$ cat config.mk
export PLATFORM = sky130hd
export DESIGN_NAME = serial_frame_tx
export DESIGN_NICKNAME = d
export VERILOG_FILES = /design/src/rtl/serial_frame_tx.sv
export SDC_FILE = /design/constraint.sdc
export NUM_CORES = 1
export LEC_CHECK = 0
export BUFFER_PORTS_ARGS = -buffer_cell sky130_fd_sc_hd__buf_2
export CAP_MARGIN = 5
export CORE_ASPECT_RATIO = 0.8
export CORE_MARGIN = 1
export CORE_UTILIZATION = 40
export CTS_CLUSTER_SIZE = 8
export DETAILED_ROUTE_END_ITERATION = 7
export MAX_ROUTING_LAYER = met4
export SLEW_MARGIN = 30
export SYNTH_ARGS = -nofsm -noshare
export SYNTH_HDL_FRONTEND = slang
export SYNTH_SLANG_ARGS = --single-unit
export TNS_END_PERCENT = 1
$ cat constraint.sdc
create_clock -name clk -period 2.12 [get_ports clk]
set_input_delay 0.106 -clock clk [delete_from_list [all_inputs] [get_ports clk]]
set_output_delay 0.106 -clock clk [all_outputs]
set_load 0.05 [all_outputs]
$ cat src/rtl/serial_frame_tx.sv
// serial_frame_tx: MSB-first parallel-to-serial frame transmitter with ones count
// Define TX_PARITY_EN to append an even-parity bit (PAR state) to every frame.
module serial_frame_tx #(
    parameter int WIDTH = 8,
    parameter int GAP = 2,
    localparam int CW = $clog2(WIDTH + 1)
) (
    input  logic             clk,
    input  logic             rst,
    input  logic [WIDTH-1:0] din,
    input  logic             din_valid,
    output logic             din_ready,
    output logic             sout,
    output logic             sout_valid,
    output logic             last,
    output logic             busy,
    output logic [CW-1:0]    ones_cnt,
    output logic             multi_one
);
    localparam int BW = WIDTH > 1 ? $clog2(WIDTH) : 1;
    localparam int GW = GAP > 1 ? $clog2(GAP) : 1;

`ifdef TX_PARITY_EN
    typedef enum logic [1:0] {IDLE, SHIFT, GAPW, PAR} state_t;
`else
    typedef enum logic [1:0] {IDLE, SHIFT, GAPW} state_t;
`endif

    state_t state, state_n;
    logic [BW-1:0] cnt, cnt_n;
    logic [GW-1:0] gcnt, gcnt_n;
    logic [WIDTH-1:0] sh, sh_n;
    logic [CW-1:0] pop, ones_n;
    logic sout_n, sv_n, last_n, rdy_n, acc, done;

    assign acc = din_valid && din_ready;
    assign busy = state != IDLE;
    assign multi_one = sout_valid && ones_cnt > CW'(1);

    always_comb begin
        pop = '0;
        for (int i = 0; i < WIDTH; i++) pop = pop + CW'(din[i]);
    end

    always_comb begin
        state_n = state;
        cnt_n = cnt;
        gcnt_n = gcnt;
        sh_n = sh;
        ones_n = ones_cnt;
        sout_n = 1'b0;
        sv_n = 1'b0;
        last_n = 1'b0;
        rdy_n = 1'b0;
        done = 1'b0;
        case (state)
            IDLE: begin
                rdy_n = !acc;
                if (acc) begin
                    state_n = SHIFT;
                    cnt_n = '0;
                    sh_n = din << 1;
                    sout_n = din[WIDTH-1];
                    sv_n = 1'b1;
                    ones_n = pop;
                end
            end
            SHIFT: begin
                if (cnt == BW'(WIDTH - 1)) begin
`ifdef TX_PARITY_EN
                    // even parity of the word equals the LSB of its ones count
                    state_n = PAR;
                    sout_n = ones_cnt[0];
                    sv_n = 1'b1;
                    last_n = 1'b1;
`else
                    done = 1'b1;
`endif
                end else begin
                    cnt_n = cnt + BW'(1);
                    sh_n = sh << 1;
                    sout_n = sh[WIDTH-1];
                    sv_n = 1'b1;
`ifdef TX_PARITY_EN
                    last_n = 1'b0;
`else
                    last_n = cnt == BW'(WIDTH - 2);
`endif
                end
            end
`ifdef TX_PARITY_EN
            PAR: done = 1'b1;
`endif
            GAPW: begin
                state_n = gcnt == GW'(GAP - 1) ? IDLE : GAPW;
                rdy_n = gcnt == GW'(GAP - 1);
                gcnt_n = gcnt + GW'(1);
            end
            default: state_n = IDLE;
        endcase
        if (done) begin
            state_n = GAP > 0 ? GAPW : IDLE;
            gcnt_n = '0;
            rdy_n = GAP == 0;
        end
    end

    always_ff @(posedge clk or negedge rst) begin
        if (!rst) begin
            state <= IDLE;
            cnt <= '0;
            gcnt <= '0;
            sh <= '0;
            ones_cnt <= '0;
            sout <= 1'b0;
            sout_valid <= 1'b0;
            last <= 1'b0;
            din_ready <= 1'b0;
        end else begin
            state <= state_n;
            cnt <= cnt_n;
            gcnt <= gcnt_n;
            sh <= sh_n;
            ones_cnt <= ones_n;
            sout <= sout_n;
            sout_valid <= sv_n;
            last <= last_n;
            din_ready <= rdy_n;
        end
    end
endmodule

; Word level (Yosys, flattened, before mapping)
; Cells that the tools add are included.
[op_classes]
order_cmp = 1
shift = 0
multipliers = 0
n_mux = 24
eq_ne = 8
reduce_logical = 10
n_div = 0
bitwise = 0
add_sub_neg = 9
[ops]
columns = op, n
row1 = $add A4 B1 Y4, 4
row2 = $mux W8, 2
row3 = $pmux W8 S2, 1
row4 = $mux W1, 11
row5 = $eq A3 B3 Y1 const B, 2
row6 = $mux W2, 3
row7 = $mux W3, 2
row8 = $ne A2 B2 Y1 const B, 3
row9 = $pmux W1 S2, 3
row10 = $pmux W2 S3, 1
row11 = $pmux W3 S2, 1
row12 = $reduce_bool A2 Y1, 3
row13 = $add A3 B1 Y4, 1
row14 = $gt A4 B1 Y1 const B, 1
row15 = $reduce_and A2 Y1, 2
row16 = $add A2 B1 Y3, 1
row17 = $add A3 B1 Y3 const B, 1
row18 = $ne A3 B3 Y1 const B, 1
row19 = $reduce_and A3 Y1, 1
row20 = $add A1 B1 Y2, 1
row21 = $eq A2 B1 Y1 const B, 1
row22 = $eq A2 B2 Y1 const B, 1
row23 = $logic_and A1 B1 Y1, 2
row24 = $logic_not A2 Y1, 1
row25 = other kinds (2), 2
[word_totals]
inputBits = 11
ram_bits = 0
output_inout_bits = 10
regBits = 22
wordCells = 61
n_memories = 0
mem_bits_ro = 0
latch_bits = 0

; Logic depth before layout (Yosys ltp)
; Gate-level depths: netlist of run 1.
[logic_depth]
ltp_word = 7
depth_mapped = 10
ltp_nobuf = 10

; Worst setup path after synthesis of run 1
; Ideal clock, no wire load.
[synth_timing]
path_kind = input -> register
start = in din[0]
end = reg ones_cnt[2]
required_ps = 2037
setup_ps = 83
t_arrival_ps = 2418
path_slack_ps = -380
path_buffers = 0
cell_stages = 10
cell_sequence = fa_1 -> inv_1 -> fa_1 -> fa_1 -> inv_1 -> ha_1 -> inv_1 -> fa_1 -> xor2_1 -> o21ai_0
[synth_between]
elab_chain_cells = 7
[synth_rtl]
columns = item, line_no
row1 = "start, declared", 10  ; input logic [WIDTH-1:0] din,
row2 = $add A1 B1 Y2, 42  ; for (int i = 0; i < WIDTH; i++) pop = pop + CW'(din[i]);
row3 = $add A2 B1 Y3, 42
row4 = $add A3 B1 Y4, 42
row5 = $add A4 B1 Y4 (4 in series), 42
row6 = "end signal, assigned", 124  ; ones_cnt <= ones_n;
row7 = "end, declared", 17  ; output logic [CW-1:0] ones_cnt,
; Every way passes these cells.
; A chain may end at the register's enable or synchronous reset.

; Worst setup path in the final report of run 1
[layout_timing]
start = in din[0]
end = reg ones_cnt[1]
; Same word-level chain as after synthesis.

==> results of run 1 <==
[cells in the mapped netlist]
master / count
inv_1: 14
nor2_1: 4
nand2_1: 7
o22ai_1: 1
nor3_1: 1
or2b_1: 1
o21ai_2: 1
a21oi_1: 3
nand4bb_1: 1
mux2_4: 6
o211ai_1: 1
mux2_1: 1
and3_1: 1
o21ai_0: 4
and4bb_2: 1
dfrtp_1: 21
nand3_1: 1
fa_1: 4
xor2_1: 1
nor2b_1: 2
buf_4: 1
o31a_1: 1
mux2_2: 6
or2_2: 1
buf_6: 1
o21ai_1: 3
nand2b_1: 1
ha_1: 6
buf_2: 1
a22o_1: 2
[timing repair]
action | in CTS | in global routing
setup endpoints to repair | 3 | 3
endpoints found under the hold margin | 21 | 0
hold buffers | 1 | 0
pin swaps | 1 | 0
resized for setup | 1 | 5
[cell families after synthesis]
logic type	share of synthesized area [%]
simple gates	9.92
buf+inv	6.65
fa+ha+maj	13.5
xor+xnor	0.763
flops	45.8
compound gates	8.62
mux	14.7
[where the power goes]
part / leakage, nW / total [mW] / internal [mW] / switching, mW
sequential: 0.265 / 0.682 / 0.571 / 0.111
combinational: 0.410 / 1.15 / 0.490 / 0.664
clock: 0.0150 / 0.186 / 0.0733 / 0.113
total: 0.690 / 2.02 / 1.13 / 0.888
[final timing paths]
path / slack [ns] / from / endpoint / depth (start not counted)
min reg2reg: 0.48 / ones_cnt[0] / ones_cnt[0] / 2
max in group asynchronous: 1.51 / rst / cnt[2] / 2
max: -0.19 / din[0] / ones_cnt[1] / 10
min in group asynchronous: 0.28 / rst / state[0] / 2
min: 0.04 / din[7] / sout / 2
max reg2reg: 0.49 / cnt[0] / cnt[1] / 5
[worst max-delay path, delay by kind of cell]
family | cells | cell delay, ns
buf+inv | 4 | 0.25
fa+ha+maj | 5 | 2.11
compound gates | 1 | 0.05
[per-stage QoR]
stage	util, %	std cells
3_5_place_dp	50.1	155
4_1_cts	51.5	160
3_3_place_gp	50.1	155
6_report	52.0	160
5_1_grt	52.0	160
2_1_floorplan	-	99
[flip-flops by register name, summed over array words and instances, names as in the netlist]
signal	flops
sh	7
ones_cnt	4
cnt	3
state	2
din_ready	1
gcnt	1
last	1
sout	1
sout_valid	1
[routing by layer]
layer,vias to the layer above,wire (um),global-route usage [%]
li1,377,-,-
met1,362,977,20.5
met2,12,930,24.7
met3,2,73,6.30
met4,0,13,3.33
met5,-,0,-
[cell type report]
cell class              count  area share [%]
inverters                  14            3.91
clock buffers               4            1.96
repair buffers             24            10.6
multi-input cells          61            41.0
flip-flops and latches     21            39.1
well taps                  36            3.36
==> out/metrics.cfg, run 1 <==
[outcome]
status=finished, violations left
violations=setup timing

[logic_synthesis]
synth_top_area_cell=dfrtp_1
synth.distinct_cells=30
synth.area.top_cells=dfrtp_1 46%, mux2_4 7.9%, fa_1 7.0%
yosysWarnings=0
yosysSeqAreaShare_pct=45.8
yosys_register_bits=21
synth.top_cell.area_share_pct=45.8
syn_area_sq_mm=0.00115
syn_nets=120
syn-instance-count=99
syn_area_per_cell_sq_um=11.6

[setup_path]
arrival_ns=2.51
max_stage_delay_ns=0.52
critPathMaxFanout=2
crit_path_top_delay_cell=fa_1
start_kind=primary input
cpMostUsedCell=fa_1
setup.worst_path.end_class=flop
path_class=in2reg
cp_cell_sequence=buf_8 > fa_1 > inv_1 > fa_1 > fa_1 > inv_1 > ha_2 > inv_2 > fa_2 > o21ai_1
worstPathRequired_ns=2.32

[floorplan]
coreArea_sq_mm=0.00258
io-pin-count=21
die_w_um=61.9
start_util_pct=44.4
die_y_um=49.9
die_area_sq_mm=0.00309
rows=16

[finish]
seq_area_sq_um=526
n_fill_cell=245
areaGrowthSynthToFinish_pct=17.0
multi_input_area_sq_um=551
layout_common_cells=21 x dfrtp_1, 19 x buf_2, 13 x inv_1, 7 x nand2_1
final_common_cell=dfrtp_1
finish.instance_area_sq_mm=0.00134
nNetsFinal=146
drive_above_1_share_pct=35.5
n_antenna_cell=0

[routing]
viasPerCell=4.71
firstDrtPassIters=2
wl_per_cell_um=12.5
antenna_left=0
drt_iter0_drc=38
drc_errors=0
vias=753
wl_um=1990

[timing]
fmax_mhz=433
slew_viol_final=0
min_period_ns=2.31
fin_tns_setup_ns=-0.360
fin_crit_sh_pct=109
hold_viol_final=0
maxSlewHeadroom_pct=68.6
finalWorstSetupSlack_ns=-0.191
setup_violations=2
tightest_slew_ns=0.471
whs_ns=0.0378
rsz0062_at_grt=yes
worst_clock_skew_ns=0.00728

[global_route]
overflow=0
grt_max_degree=22
grtUsageTotal_pct=16.3
grt_pass1_wl_um=3480
grt_pass1_vias=768
antenna_found_initial=0

[cts]
cts_root_buf=clkbuf_4
htree_levels=1
post-cts-setup-buffer-count=0
cts_sinks=21
cts.clk_slew.worst_paths_ns=0.11
cts_inserted_buffers=3
clk_latency_ns=0.30
cts_tree=done
clock_path_buffers=2

[placed_design]
dpl_cell_area_sq_mm=0.00129
place_ws_ns=-0.562
port_buffers=20
dp_hpwl_um=1570
gp_congestion=0.759

[power_and_ir_drop]
total_power_mw=2.02
power_density_mw_per_mm2=1510
peakVddDrop_v=0.000530
p_leak_nw=0.690

[job]
cap_violations=0

[min_path]
min_path_type=in2reg

No activity file was read; power rests on OpenSTA's default activity.
==> run 2, diff against run 1 <==
--- a/config.mk
+++ b/config.mk
@@ -5,6 +5,7 @@
 export SDC_FILE = /design/constraint.sdc
 export NUM_CORES = 1
 export LEC_CHECK = 0
+export ABC_AREA = 1
 export BUFFER_PORTS_ARGS = -buffer_cell sky130_fd_sc_hd__buf_2
 export CAP_MARGIN = 5
 export CORE_ASPECT_RATIO = 0.8
@@ -12,6 +13,8 @@
 export CORE_UTILIZATION = 40
 export CTS_CLUSTER_SIZE = 8
 export DETAILED_ROUTE_END_ITERATION = 7
+export GPL_ROUTABILITY_DRIVEN = 0
+export GPL_TIMING_DRIVEN = 0
 export MAX_ROUTING_LAYER = met4
 export SLEW_MARGIN = 30
 export SYNTH_ARGS = -nofsm -noshare
==> out/metrics.cfg, run 2 <==
[outcome]
status=finished, violations left
violations=setup timing

[logic_synthesis]
synth-xor-area-share_pct=0.759
async_flop_share_pct=100
synth.top_cell.area_share_pct=45.6
synth_top_area_cell=dfrtp_1
synth_top_family_by_area=simple AND/OR/NAND/NOR gates
synth_most_common_cell=nand2_1
syn_area_per_cell_sq_um=8.36
synthAdderAreaFrac_pct=13.4
synth_mux_area_share_pct=0
yosys_register_bits=21
synth.distinct_cells=18
syn_nets=159
yosysSeqAreaShare_pct=45.6
yosys-top-cells-count=49 x nand2_1, 21 x dfrtp_1, 20 x inv_1, 20 x nand3_1, 6 x ha_1
synth_ff_type=dfrtp_1
synth_compound_area_share_pct=1.52
synth-edff-count=0
syn-instance-count=138
synth.area.top_cells=dfrtp_1 46%, nand2_1 16%, nand3_1 8.7%
yosysWarnings=0
yosys.area_share.simple_pct=30.3
syn_area_sq_mm=0.00115

[cts]
cts_sinks=21
clock_path_buffers=2
cts_inserted_buffers=3
cts.clk_slew.worst_paths_ns=0.12
cts_tree=done
post-cts-setup-buffer-count=0
cts_root_buf=clkbuf_4
htree_levels=1
clk_latency_ns=0.30

[setup_path]
cp_cell_sequence=buf_8 > fa_1 > inv_1 > fa_1 > fa_1 > inv_1 > ha_2 > inv_2 > fa_2 > xnor2_2 > nand2_1 > nand2_1
r2r_slack_ns=0.56
cpMostUsedCell=fa_1
reg2reg_to=sh[3]
cpLargestDelayFamily=adder cells
setup.worst_path.end_class=flop
start_kind=primary input
worstRegToRegCells=7
max_stage_delay_ns=0.52
critPathMaxFanout=2
r2r_start=cnt[0]
worstPathRequired_ns=2.33
path_class=in2reg
crit_buf_inv=4
crit_path_top_delay_cell=fa_1
arrival_ns=2.58

[finish]
final_common_cell=nand2_1
largestRegisters=sh: 7 flops, ones_cnt: 4 flops, cnt: 3 flops
layout_common_cells=49 x nand2_1, 22 x buf_2, 21 x dfrtp_1, 20 x nand3_1, 19 x inv_1
drive_above_1_share_pct=22.6
n_antenna_cell=0
finish.instance_area_sq_mm=0.00138
nNetsFinal=186
final_cells=202
largest_reg_flops=7
top_register=sh
areaGrowthSynthToFinish_pct=19.2

[power_and_ir_drop]
peakVddDrop_v=0.000554
power_density_mw_per_mm2=1490
p_leak_nw=0.810
total_power_mw=2.04

[timing]
slew_viol_final=0
fmax_mhz=422
setup_violations=2
tightest_slew_ns=0.455
finalWorstSetupSlack_ns=-0.249
hold_viol_final=0
rsz0062_at_grt=yes
maxSlewHeadroom_pct=69.7
whs_ns=0.106
min_period_ns=2.37
worst_clock_skew_ns=0.00616
fin_crit_sh_pct=112

[global_route]
antenna_found_initial=0
overflow=0
grt_pass1_vias=922
grtUsageTotal_pct=18.2
grt_max_degree=22
grtUsageMet3_pct=4.72
top_usage_layer=met2
gr-usage-met1_pct=24.7
grt_pass1_wl_um=4000
met2_usage_pct=27.7

[floorplan]
rows=17
io-pin-count=21
die_y_um=50.0
coreArea_sq_mm=0.00274
start_util_pct=42.0
die_w_um=62.0
die_area_sq_mm=0.00310

[routing]
drt_iter0_drc=28
firstDrtPassIters=4
viasPerCell=4.72
wl_um=2310
antenna_left=0
wl_per_cell_um=11.4
drc_errors=0
vias=954

[placed_design]
port_buffers=20
place_inst=196
place_ws_ns=-0.605
dpl_cell_area_sq_mm=0.00130
dp_hpwl_um=1800

[min_path]
min-delay-start=din[7]
min_path_type=in2reg
min_delay_path_depth=3
min_to=sout

[job]
cap_violations=0

-- run 2: changes by cell type in the layout (fill, tap and decap cells not counted), sizes merged, moves of 2 or more --
cell | before | now
a21oi | 3 | 0
a22o | 2 | 0
inv | 14 | 20
mux2 | 13 | 0
nand2 | 7 | 51
nand3 | 1 | 21
nand4 | 0 | 3
nor2b | 2 | 0
o21ai | 8 | 1
-- run 2: through the flow --
stage,util [%],setup TNS [ns]
after floorplan,-,-0.712
after global placement,47.5,-1.46
after CTS,48.9,-0.534
after detailed placement,47.5,-1.59
final,50.1,-0.486
after global routing,50.1,-0.656
-- run 2: final cells by class --
cell class	count	area, sq um
repair buffers	22	130
clock buffers	3	22.5
well taps	38	47.5
inverters	20	75.1
fillers	275	1370
multi-input cells	93	547
flip-flops and latches	21	526
clock inverters	1	5.00
plain buffers	4	22.5
-- run 2: layer usage --
metal / routed length, um / vias up
li1: - / 485
met1: 1120 / 445
met2: 1060 / 22
met3: 111 / 2
met4: 8 / 0
met5: 0 / -
-- run 2: repair_timing --
item / 4_1_cts / 5_1_grt
pin swaps: 0 / 1
resized for setup: 0 / 7
endpoints found under the hold margin: 21 / 1
setup endpoints to repair: 2 / 3
hold buffers: 1 / 1
-- run 2: cell families after synthesis --
logic type / after synthesis
flops: 21
xor+xnor: 1
fa+ha+maj: 10
simple gates: 79
buf+inv: 24
compound gates: 3
-- run 2: tightest hold or removal path: stages --
cell and delay (ns):
buf_2 0.08, inv_1 0.06, o22ai_1 0.13
-- run 2: worst max-delay path by stage --
stage                      start  depth (start not counted)           to  slack [ns]
after floorplan           din[0]                          9  ones_cnt[1]       -0.36
after global placement    din[0]                         10  ones_cnt[1]       -0.57
after detailed placement  din[0]                         10  ones_cnt[1]       -0.60
after CTS                 din[0]                         10  ones_cnt[1]       -0.27
after global routing      din[0]                         12  ones_cnt[2]       -0.35
final                     din[0]                         12  ones_cnt[2]       -0.25
-- run 2: report_power, final --
group	switching, mW	internal [mW]	total, mW
clock network	0.121	0.0703	0.191
registers	0.105	0.575	0.680
logic	0.815	0.357	1.17
